**src/rtl/dmem_arbiter_if.sv**
```systemverilog
`default_nettype none
// +----------------------------------------------------------------------+
// | Module      : dmem_arbiter_if                                         |
// | Description : Bundle of the pipeline port (p0), the DMA/debug burst   |
// |               port (p1) and the data-memory side of dmem_arbiter.     |
// | Revision    : 1.0 - initial release                                   |
// +----------------------------------------------------------------------+
interface dmem_arbiter_if #(
  parameter int ADDR_WIDTH = 10
);
  // Pipeline port
  logic                  p0_req_i;
  logic                  p0_we_i;
  logic [ADDR_WIDTH-1:0] p0_addr_i;
  logic [31:0]           p0_wdata_i;
  logic                  p0_gnt_o;
  logic                  p0_rvalid_o;
  logic [31:0]           p0_rdata_o;
  logic                  stall_o;
  // DMA / debug burst port
  logic                  p1_req_i;
  logic                  p1_we_i;
  logic [ADDR_WIDTH-1:0] p1_addr_i;
  logic [3:0]            p1_len_i;
  logic [31:0]           p1_wdata_i;
  logic                  p1_gnt_o;
  logic                  p1_rvalid_o;
  logic [31:0]           p1_rdata_o;
  logic                  busy_o;
  // Memory side
  logic [ADDR_WIDTH-1:0] mem_addr_o;
  logic                  mem_re_o;
  logic                  mem_we_o;
  logic [31:0]           mem_wdata_o;
  logic [31:0]           mem_rdata_i;

  // Arbiter side
  modport slave (
    input  p0_req_i, p0_we_i, p0_addr_i, p0_wdata_i,
    output p0_gnt_o, p0_rvalid_o, p0_rdata_o, stall_o,
    input  p1_req_i, p1_we_i, p1_addr_i, p1_len_i, p1_wdata_i,
    output p1_gnt_o, p1_rvalid_o, p1_rdata_o, busy_o,
    output mem_addr_o, mem_re_o, mem_we_o, mem_wdata_o,
    input  mem_rdata_i
  );

  // Requester / memory-model side
  modport master (
    output p0_req_i, p0_we_i, p0_addr_i, p0_wdata_i,
    input  p0_gnt_o, p0_rvalid_o, p0_rdata_o, stall_o,
    output p1_req_i, p1_we_i, p1_addr_i, p1_len_i, p1_wdata_i,
    input  p1_gnt_o, p1_rvalid_o, p1_rdata_o, busy_o,
    input  mem_addr_o, mem_re_o, mem_we_o, mem_wdata_o,
    output mem_rdata_i
  );
endinterface
`default_nettype wire

```
**src/rtl/dmem_arbiter.sv**
```systemverilog
`default_nettype none
// +----------------------------------------------------------------------+
// | Module      : dmem_arbiter                                            |
// | Description : Two-port data-memory arbiter. Port 0 (pipeline) has     |
// |               priority for single accesses; port 1 (DMA/debug) issues |
// |               non-abortable word bursts and is forced ahead of port 0 |
// |               after STARVE_LIMIT consecutive denied cycles.           |
// | Revision    : 1.0 - initial release                                   |
// +----------------------------------------------------------------------+
module dmem_arbiter #(
  parameter int ADDR_WIDTH   = 10,
  parameter int STARVE_LIMIT = 8
) (
  input  logic           clk,
  input  logic           rst,
  dmem_arbiter_if.slave  bus
);

  localparam int c_WORD_W   = ADDR_WIDTH - 2;
  localparam int c_STARVE_W = $clog2(STARVE_LIMIT + 1);
  localparam logic [c_STARVE_W-1:0] c_STARVE_MAX = c_STARVE_W'(STARVE_LIMIT);

  typedef enum logic [0:0] {
    S_IDLE  = 1'b0,
    S_BURST = 1'b1
  } state_t;

  state_t                  r_state;
  logic [c_WORD_W-1:0]     r_base_word;
  logic                    r_we;
  logic [3:0]              r_len;
  logic [3:0]              r_beat;
  logic [c_STARVE_W-1:0]   r_starve;
  logic [ADDR_WIDTH-1:0]   r_addr_last;
  logic [31:0]             r_wdata_last;
  logic                    r_p0_rvalid;
  logic                    r_p1_rvalid;
  logic [31:0]             r_p0_rdata;
  logic [31:0]             r_p1_rdata;

  logic                    w_p0_gnt;
  logic                    w_p1_gnt;
  logic                    w_grant;
  logic                    w_issue_we;
  logic [ADDR_WIDTH-1:0]   w_issue_addr;
  logic [31:0]             w_issue_wdata;
  logic                    w_starved;
  logic                    w_unused;

  // Byte-lane bits of the request addresses are dropped: memory is word addressed.
  assign w_unused  = &{1'b0, bus.p0_addr_i[1:0], bus.p1_addr_i[1:0]};
  assign w_starved = (r_starve == c_STARVE_MAX);

  // Grant selection and the access issued this cycle; no grant leaves the last address on the bus.
  always_comb begin
    w_p0_gnt      = 1'b0;
    w_p1_gnt      = 1'b0;
    w_issue_we    = 1'b0;
    w_issue_addr  = r_addr_last;
    w_issue_wdata = bus.p1_wdata_i;
    if (!rst) begin
      if (r_state == S_BURST) begin
        // Burst beats walk word by word and wrap at the top of the address space.
        w_p1_gnt     = 1'b1;
        w_issue_we   = r_we;
        w_issue_addr = {r_base_word + c_WORD_W'(r_beat), 2'b00};
      end else if (bus.p1_req_i && (!bus.p0_req_i || w_starved)) begin
        w_p1_gnt     = 1'b1;
        w_issue_we   = bus.p1_we_i;
        w_issue_addr = {bus.p1_addr_i[ADDR_WIDTH-1:2], 2'b00};
      end else if (bus.p0_req_i) begin
        w_p0_gnt      = 1'b1;
        w_issue_we    = bus.p0_we_i;
        w_issue_addr  = {bus.p0_addr_i[ADDR_WIDTH-1:2], 2'b00};
        w_issue_wdata = bus.p0_wdata_i;
      end
    end
  end

  assign w_grant = w_p0_gnt | w_p1_gnt;

  assign bus.p0_gnt_o    = w_p0_gnt;
  assign bus.p1_gnt_o    = w_p1_gnt;
  assign bus.stall_o     = !rst && bus.p0_req_i && !w_p0_gnt;
  assign bus.busy_o      = !rst && (r_state == S_BURST);
  assign bus.mem_addr_o  = w_issue_addr;
  assign bus.mem_re_o    = w_grant && !w_issue_we;
  assign bus.mem_we_o    = w_grant && w_issue_we;
  assign bus.mem_wdata_o = (w_grant && w_issue_we) ? w_issue_wdata : r_wdata_last;
  // Read data arrives from memory in the rvalid cycle; it is passed through then and held afterwards.
  assign bus.p0_rvalid_o = r_p0_rvalid;
  assign bus.p1_rvalid_o = r_p1_rvalid;
  assign bus.p0_rdata_o  = r_p0_rvalid ? bus.mem_rdata_i : r_p0_rdata;
  assign bus.p1_rdata_o  = r_p1_rvalid ? bus.mem_rdata_i : r_p1_rdata;

  // FSM, burst bookkeeping, starvation counter and registered read-side outputs.
  always_ff @(posedge clk) begin
    if (rst) begin
      r_state      <= S_IDLE;
      r_base_word  <= '0;
      r_we         <= 1'b0;
      r_len        <= 4'd0;
      r_beat       <= 4'd0;
      r_starve     <= '0;
      r_addr_last  <= '0;
      r_wdata_last <= 32'd0;
      r_p0_rvalid  <= 1'b0;
      r_p1_rvalid  <= 1'b0;
      r_p0_rdata   <= 32'd0;
      r_p1_rdata   <= 32'd0;
    end else begin
      r_p0_rvalid <= w_p0_gnt && !w_issue_we;
      r_p1_rvalid <= w_p1_gnt && !w_issue_we;
      if (r_p0_rvalid) r_p0_rdata <= bus.mem_rdata_i;
      if (r_p1_rvalid) r_p1_rdata <= bus.mem_rdata_i;
      if (w_grant) r_addr_last <= w_issue_addr;
      if (w_grant && w_issue_we) r_wdata_last <= w_issue_wdata;

      if (bus.p1_req_i && !w_p1_gnt) begin
        if (!w_starved) r_starve <= r_starve + c_STARVE_W'(1);
      end else begin
        r_starve <= '0;
      end

      case (r_state)
        S_IDLE: begin
          if (w_p1_gnt) begin
            r_base_word <= bus.p1_addr_i[ADDR_WIDTH-1:2];
            r_we        <= bus.p1_we_i;
            r_len       <= bus.p1_len_i;
            r_beat      <= 4'd1;
            if (bus.p1_len_i != 4'd0) r_state <= S_BURST;
          end
        end
        S_BURST: begin
          if (r_beat == r_len) begin
            r_state <= S_IDLE;
            r_beat  <= 4'd0;
          end else begin
            r_beat <= r_beat + 4'd1;
          end
        end
        default: r_state <= S_IDLE;
      endcase
    end
  end

endmodule
`default_nettype wire

```
**src/flat_wrapper.sv**
```systemverilog
// flat-port wrapper written by rule: the top's interface ports become plain ports
module dmem_arbiter_flat 
#(
  parameter int ADDR_WIDTH   = 10,
  parameter int STARVE_LIMIT = 8
)
  (clk, rst, bus_p0_req_i, bus_p0_we_i, bus_p0_addr_i, bus_p0_wdata_i, bus_p0_gnt_o, bus_p0_rvalid_o, bus_p0_rdata_o, bus_stall_o, bus_p1_req_i, bus_p1_we_i, bus_p1_addr_i, bus_p1_len_i, bus_p1_wdata_i, bus_p1_gnt_o, bus_p1_rvalid_o, bus_p1_rdata_o, bus_busy_o, bus_mem_addr_o, bus_mem_re_o, bus_mem_we_o, bus_mem_wdata_o, bus_mem_rdata_i);
  dmem_arbiter_if #(.ADDR_WIDTH(ADDR_WIDTH)) bus_i ();
  input  logic clk;
  input  logic rst;
  input wire logic [$bits(bus_i.p0_req_i)-1:0] bus_p0_req_i;
  input wire logic [$bits(bus_i.p0_we_i)-1:0] bus_p0_we_i;
  input wire logic [$bits(bus_i.p0_addr_i)-1:0] bus_p0_addr_i;
  input wire logic [$bits(bus_i.p0_wdata_i)-1:0] bus_p0_wdata_i;
  output wire logic [$bits(bus_i.p0_gnt_o)-1:0] bus_p0_gnt_o;
  output wire logic [$bits(bus_i.p0_rvalid_o)-1:0] bus_p0_rvalid_o;
  output wire logic [$bits(bus_i.p0_rdata_o)-1:0] bus_p0_rdata_o;
  output wire logic [$bits(bus_i.stall_o)-1:0] bus_stall_o;
  input wire logic [$bits(bus_i.p1_req_i)-1:0] bus_p1_req_i;
  input wire logic [$bits(bus_i.p1_we_i)-1:0] bus_p1_we_i;
  input wire logic [$bits(bus_i.p1_addr_i)-1:0] bus_p1_addr_i;
  input wire logic [$bits(bus_i.p1_len_i)-1:0] bus_p1_len_i;
  input wire logic [$bits(bus_i.p1_wdata_i)-1:0] bus_p1_wdata_i;
  output wire logic [$bits(bus_i.p1_gnt_o)-1:0] bus_p1_gnt_o;
  output wire logic [$bits(bus_i.p1_rvalid_o)-1:0] bus_p1_rvalid_o;
  output wire logic [$bits(bus_i.p1_rdata_o)-1:0] bus_p1_rdata_o;
  output wire logic [$bits(bus_i.busy_o)-1:0] bus_busy_o;
  output wire logic [$bits(bus_i.mem_addr_o)-1:0] bus_mem_addr_o;
  output wire logic [$bits(bus_i.mem_re_o)-1:0] bus_mem_re_o;
  output wire logic [$bits(bus_i.mem_we_o)-1:0] bus_mem_we_o;
  output wire logic [$bits(bus_i.mem_wdata_o)-1:0] bus_mem_wdata_o;
  input wire logic [$bits(bus_i.mem_rdata_i)-1:0] bus_mem_rdata_i;
  assign bus_i.p0_req_i = bus_p0_req_i;
  assign bus_i.p0_we_i = bus_p0_we_i;
  assign bus_i.p0_addr_i = bus_p0_addr_i;
  assign bus_i.p0_wdata_i = bus_p0_wdata_i;
  assign bus_p0_gnt_o = bus_i.p0_gnt_o;
  assign bus_p0_rvalid_o = bus_i.p0_rvalid_o;
  assign bus_p0_rdata_o = bus_i.p0_rdata_o;
  assign bus_stall_o = bus_i.stall_o;
  assign bus_i.p1_req_i = bus_p1_req_i;
  assign bus_i.p1_we_i = bus_p1_we_i;
  assign bus_i.p1_addr_i = bus_p1_addr_i;
  assign bus_i.p1_len_i = bus_p1_len_i;
  assign bus_i.p1_wdata_i = bus_p1_wdata_i;
  assign bus_p1_gnt_o = bus_i.p1_gnt_o;
  assign bus_p1_rvalid_o = bus_i.p1_rvalid_o;
  assign bus_p1_rdata_o = bus_i.p1_rdata_o;
  assign bus_busy_o = bus_i.busy_o;
  assign bus_mem_addr_o = bus_i.mem_addr_o;
  assign bus_mem_re_o = bus_i.mem_re_o;
  assign bus_mem_we_o = bus_i.mem_we_o;
  assign bus_mem_wdata_o = bus_i.mem_wdata_o;
  assign bus_i.mem_rdata_i = bus_mem_rdata_i;
  dmem_arbiter #(.ADDR_WIDTH(ADDR_WIDTH), .STARVE_LIMIT(STARVE_LIMIT)) u_core (.clk(clk), .rst(rst), .bus(bus_i));
endmodule
```
**config.mk**
```make
export PLATFORM = sky130hd
export DESIGN_NAME = dmem_arbiter_flat
export DESIGN_NICKNAME = d
export VERILOG_FILES = /design/src/rtl/dmem_arbiter_if.sv /design/src/rtl/dmem_arbiter.sv /design/src/flat_wrapper.sv
export SDC_FILE = /design/constraint.sdc
export NUM_CORES = 1
export LEC_CHECK = 0
export BUFFER_PORTS_ARGS = -buffer_cell sky130_fd_sc_hd__buf_2
export CORE_UTILIZATION = 50
export DETAILED_ROUTE_END_ITERATION = 8
export HOLD_SLACK_MARGIN = 0.06
export PLACE_DENSITY = 0.8
export SETUP_SLACK_MARGIN = 0.2
export SYNTH_ARGS = -nofsm -noshare
export SYNTH_HDL_FRONTEND = slang
export SYNTH_SLANG_ARGS = --single-unit
```
**constraint.sdc**
```tcl
create_clock -name clk -period 4.4 [get_ports clk]
set_clock_uncertainty 0.2 [all_clocks]
set_input_delay 0.88 -clock clk [delete_from_list [all_inputs] [get_ports clk]]
set_output_delay 0.88 -clock clk [all_outputs]
set_load 0.01 [all_outputs]
```
Word-level counts from Yosys, hierarchy flattened
Index checks and enable logic that the tools add are counted.
{ "word_totals": {"regBits": 130, "latchBits": 0, "ram_bits": 0, "mem_bits_ro": 0, "inputBits": 126, "out_inout_bits": 114, "wordCells": 68, "n_memories": 0} }
{ "classes": {"add_sub_neg": 3, "n_mul": 0, "n_div": 0, "order_cmp": 0, "eq_ne": 3, "shift": 0, "muxes": 29, "bitwise": 3, "n_reduce_logical": 18} }
{ "op_table": {"columns": ["operator", "n"], "rows": [
  ["32-bit 2-to-1 mux", 7],
  ["10-bit 2-to-1 mux", 4],
  ["1-bit 2-to-1 mux", 14],
  ["1-bit logical AND", 9],
  ["4-bit by 1-bit adder with 4-bit output (second input constant)", 2],
  ["8-bit by 4-bit adder with 8-bit output", 1],
  ["4-bit 2-to-1 mux", 2],
  ["4-bit one-hot mux with 2 select lines", 1],
  ["1-bit zero test", 5],
  ["4-bit equality test", 1],
  ["4-bit equality test (second input constant)", 1],
  ["4-bit nonzero test", 1],
  ["2-bit by 1-bit inequality test with 1-bit output (second input constant)", 1],
  ["1-bit NOT", 2],
  ["1-bit one-hot mux with 2 select lines", 1],
  ["2-bit AND reduction", 1],
  ["2-bit OR reduction", 1],
  ["1-bit logical OR", 1],
  ["1-bit bitwise OR", 1]
]} }

Depth between registers and ports, before layout
{ "logic_depth": {"word_depth": 10, "depth_mapped": 9, "ltp_nobuf": 7} }

Worst setup path before layout
OpenSTA, ideal clock, no wires.
{ "synth_path": {"kind": "input -> output", "startpoint": "in bus_p0_req_i", "endpoint": "out bus_mem_wdata_o[22]", "arrival_ns": 2.209, "t_required_ns": 3.320, "setup_slack_ns": 1.111, "path_stages": 7, "n_path_buf": 2, "path_cell_list": "buf_2 > and2b_1 > o21ai_4 > nand3_4 > inv_4 > buf_12 > mux2_4"} }
{ "synth_via": {"elab_chain_len": 9, "word_cells_on_any_way": 21, "classes_between": "mux (16); bitwise (1); reduce/logical (4)"} }
{ "synth_rtl": {"columns": ["element", "line", "text"], "rows": [
  ["start: declaration", "flat_wrapper.sv:11", "input wire logic [$bits(bus_i.p0_req_i)-1:0] bus_p0_req_i;"],
  ["1-bit zero test", "dmem_arbiter.sv:67", "end else if (bus.p1_req_i && (!bus.p0_req_i || w_starved)) begin"],
  ["1-bit logical OR", "dmem_arbiter.sv:67", null],
  ["1-bit logical AND", "dmem_arbiter.sv:67", null],
  ["1-bit 2-to-1 mux", "dmem_arbiter.sv:67", null],
  ["1-bit 2-to-1 mux", "dmem_arbiter.sv:62", "if (r_state == S_BURST) begin"],
  ["1-bit 2-to-1 mux", "dmem_arbiter.sv:61", "if (!rst) begin"],
  ["1-bit bitwise OR", "dmem_arbiter.sv:80", "assign w_grant = w_p0_gnt | w_p1_gnt;"],
  ["1-bit logical AND (*)", null, null],
  ["net bus_mem_we_o", "flat_wrapper.sv:30", "output wire logic [$bits(bus_i.mem_we_o)-1:0] bus_mem_we_o;"],
  ["32-bit 2-to-1 mux (*)", null, null],
  ["end: declaration", "flat_wrapper.sv:31", "output wire logic [$bits(bus_i.mem_wdata_o)-1:0] bus_mem_wdata_o;"]
]} }
The timed path passes the listed nets; every way through them passes the cells marked *.

Final worst setup path
{ "layout_path": {"startpoint": "in bus_p0_req_i", "endpoint": "out bus_mem_wdata_o[1]"} }
{ "layout_via": {"elab_chain_len": 9, "word_cells_on_any_way": 21, "classes_between": "mux (16); bitwise (1); reduce/logical (4)"} }
{ "layout_rtl": {"columns": ["element", "line", "text"], "rows": [
  ["1-bit zero test", "dmem_arbiter.sv:67", null],
  ["1-bit logical OR", "dmem_arbiter.sv:67", null],
  ["1-bit logical AND", "dmem_arbiter.sv:67", null],
  ["1-bit 2-to-1 mux", "dmem_arbiter.sv:67", null],
  ["1-bit 2-to-1 mux", "dmem_arbiter.sv:62", null],
  ["1-bit 2-to-1 mux", "dmem_arbiter.sv:61", null],
  ["1-bit bitwise OR", "dmem_arbiter.sv:80", null],
  ["1-bit logical AND", "dmem_arbiter.sv:89", "assign bus.mem_wdata_o = (w_grant && w_issue_we) ? w_issue_wdata : r_wdata_last;"],
  ["32-bit 2-to-1 mux (*)", null, null]
]} }
Every way passes the cells marked *; elsewhere a longest branch is shown, timed or not.

==> flow_summary_export.csv <==
group,metric,value,unit
global_routing,antenna_found_initial,0,
route,drcViolationCount,0,
yosys,synthCells,624,
route,antenna_left,0,
power,switchingPower,819,uW
yosys,syn_nets,758,
hold_path,min_to,"u_core.r_starve[0]",
global_routing,grt_max_degree,63,
setup_path,r2r_end,"u_core.r_wdata_last[3]",
setup_path,start_kind,"primary input",
setup_path,reg2reg_depth,7,
setup_path,cp_max_fo,33,
floorplan,die_x,118,um
final_layout,n_antenna_cell,0,
global_routing,track_usage,22.8,%
setup_path,crit_path_max_incr_delay,0.43,ns
setup_path,regToRegStartpoint,"u_core.r_starve[0]",
final_layout,area_growth,28.5,%
yosys,yosys_most_used_dff,"dfxtp_1",
yosys,synth_fa_ha_area_share,1.61,%
sta,min_period_over_period,90.6,%
clock_tree,insertion_delay,0.41,ns
route,via_count,5341,
route,drt_iter0_markers,262,
final_layout,nNetsFinal,984,
hold_path,worstHoldPathCells,1,
clock_tree,cts_tree,"done",
hold_path,min_from,"u_core.r_starve[0]",
yosys,synth_top_family_by_area,"multiplexers",
yosys,yosysWarnings,0,
route,via_per_inst,5.17,
placement,post-dp-hpwl,10800,um
clock_tree,cts-root-buf,"clkbuf_16",
final_layout,final_common_cell,"buf_2",
yosys,synth-simple-area-share,16.5,%
sta,max_freq,0.251,GHz
clock_tree,cts_buffers,17,
setup_path,cp-end-kind,"output pin",
floorplan,rows,41,
route,first_pass_iters,4,
global_routing,overflow,0,
setup_path,r2r_slack,2.03,ns
yosys,synth_mux_area_share,31.1,%
yosys,synthArstFlopShare,0,%
clock_tree,postCtsResizedCells,0,
route,m1WireLength,6770,um
yosys,ys_seq_area_share,38.9,%
sta,drv_slew,0,
setup_path,critPathArrivalTime,2.91,ns
final_layout,fill_cells,1019,
hold_path,min_path_type,"reg -> reg",
placement,io_buffer_count,235,
sta,period_needed,3.99,ns
setup_path,crit_type,"in -> out",
yosys,synth_seq_cells,130,
setup_path,cp_cell_sequence,"buf_2 > and2b_1 > o21ai_4 > nand3_4 > inv_4 > mux2_2 > buf_2",
final_layout,drive_gt1_share,52.8,%
setup_path,slowest_stage,"inv_4",
power,p_per_area,395,mW/mm^2
global_routing,grt_pass1_vias,5246,
power,power_frac_seq,37.6,%
route,dr_wl_met3,931,um
yosys,synth-edff-count,0,
clock_tree,cts_hold_buf,0,
power,p_clk_share,45.3,%
route,wl_met2,7600,um
sta,finalHoldViolCount,0,
sta,setup_viol,0,
setup_path,crit_top_cell,"buf_2",
yosys,synth_compound_area_share,6.43,%
yosys,netlist_area,0.00669,mm^2
floorplan,die_h,118,um
route,drt-total-wl,15600,um
clock_tree,clk_pin_slew_worst_paths,0.06,ns
sta,max_slew.worst_pin.slew,0.700,ns
route,routedWlPerCell,15.0,um
outcome,outcome,"completed",
setup_path,crit_required,3.32,ns
power,pwr-share-comb,17.1,%
floorplan,num_io_pins,240,
placement,gp_congestion,0.851,
sta,setup_tns,0,ns
floorplan,initial_core_util,52.2,%
final_layout,register_area,0.00260,mm^2
flow_run,drv_cap,0,
floorplan,core-area,0.0128,mm^2
power,power_leakage,0.00419,uW
power,switching_share,24.1,%
route,top_layer,"met4",
sta,max_slew_margin,53.4,%
clock_tree,cts_buffer_depth,2,
clock_tree,htree_levels,4,
sta,rsz0062_at_grt,"false",
power,intPower,2580,uW
global_routing,grt_pass1_wl,25500,um
final_layout,layout_common_cells,"buf_2 (235), dfxtp_1 (130), mux2_2 (124), and2_1 (69), mux2_4 (40)",
final_layout,multi_input_area,0.00380,mm^2
final_layout,stdcell_area,0.00860,mm^2
yosys,avgSynthCellArea,10.7,um^2
placement,post_dp_cell_area,0.00794,mm^2
clock_tree,postCtsSetupBuffers,0,
clock_tree,cts_sinks,130,
power,ir_drop,0.000218,V
yosys,synth_cell_types,58,
floorplan,fp.dieArea,0.0138,mm^2
yosys,synth_xor_area_share,1.05,%
==> cell type report <==
type	instances	area share, %
clock buffer	19	5.15
tap	172	2.50
multi-input combinational	440	44.2
sequential	130	30.3
clock inverter	12	2.39
inverter	12	0.553
timing repair buffer	249	14.9
==> how the worst max path moves through the flow <==
stage                 start                   to  slack (ns)  cells past startpoint
3_3_place_gp   bus_p0_req_i  bus_mem_wdata_o[21]        0.33                      5
5_1_grt        bus_p0_req_i  bus_mem_wdata_o[31]        0.31                      7
6_report       bus_p0_req_i   bus_mem_wdata_o[1]        0.41                      7
2_1_floorplan  bus_p0_req_i  bus_mem_wdata_o[22]        1.11                      7
3_5_place_dp   bus_p0_req_i  bus_mem_wdata_o[21]        0.31                      5
4_1_cts        bus_p0_req_i  bus_mem_wdata_o[21]        0.29                      5
==> layer usage <==
metal / up-vias / GRT usage [%]
met2: 193 / 40.2
li1: 2637 / -
met3: 19 / 5.14
met5: - / 0
met1: 2492 / 26.6
met4: 0 / 8.89
==> through the flow <==
stage | hold WS (ns) | instances | power, uW | setup WS (ns) | utilization, %
global route | 0.285 | 1034 | 3530 | 0.312 | 67.0
detailed placement | 0.254 | 1003 | 1880 | 0.305 | 61.9
CTS | 0.269 | 1034 | 3430 | 0.293 | 67.0
global placement | 0.243 | 1003 | 1870 | 0.333 | 61.9
finish | 0.275 | 1034 | 3400 | 0.412 | 67.0
floorplan | 0.230 | 624 | 1680 | 1.11 | -
==> logic make-up (layout without fill, tap and decap cells) <==
group                      after synthesis  count (layout)
xor gates and xnor gates                 8               8
DFF                                    130             130
adders and majority gates                8               8
and+or+nand+nor                        189             189
buffers and inverters                   54             292
muxes                                  172             172
AOI/OAI and AO/OA                       63              63
==> flip-flops by register name (all words and copies together) (netlist names) <==
signal                  cells
u_core.bus.p0_rvalid_o      1
u_core.bus.p1_rvalid_o      1
u_core.r_wdata_last        32
u_core.r_p1_rdata          32
u_core.r_beat               4
u_core.r_we                 1
u_core.r_starve             4
u_core.r_len                4
u_core.r_addr_last         10
u_core.r_base_word          8
u_core.r_p0_rdata          32
u_core.r_state              1
==> worst max-delay path, delay by kind of cell <==
family	cells	cell delay [ns]
and+or+nand+nor	2	0.46
AOI/OAI and AO/OA	1	0.23
buffers and inverters	3	0.92
muxes	1	0.40
==> cell usage after synthesis, drive strengths merged, types with 5 or more instances <==
master / number / share of area [%]
buf: 25 / 2.7
o31ai: 5 / 0.56
dfxtp: 130 / 39
a21oi: 16 / 1.2
clkbuf: 17 / 0.95
a31o: 6 / 0.79
inv: 11 / 0.65
nand2: 20 / 1.1
mux2i: 5 / 0.75
o21ai: 13 / 1.1
ha: 7 / 1.3
mux2: 167 / 30
nor2b: 36 / 3.4
nor2: 16 / 1.0
nand3: 11 / 1.1
and3: 9 / 0.84
nor3: 12 / 0.90
xnor2: 6 / 0.79
and2: 69 / 6.5
==> power by group through the flow <==
stage,clock network [uW],logic (uW),registers (uW)
6_report,1540,581,1280
5_1_grt,1620,628,1280
4_1_cts,1570,584,1280
3_5_place_dp,0,579,1300
3_3_place_gp,0,570,1300
2_1_floorplan,0,393,1290
(Power assumes the default switching activity.)
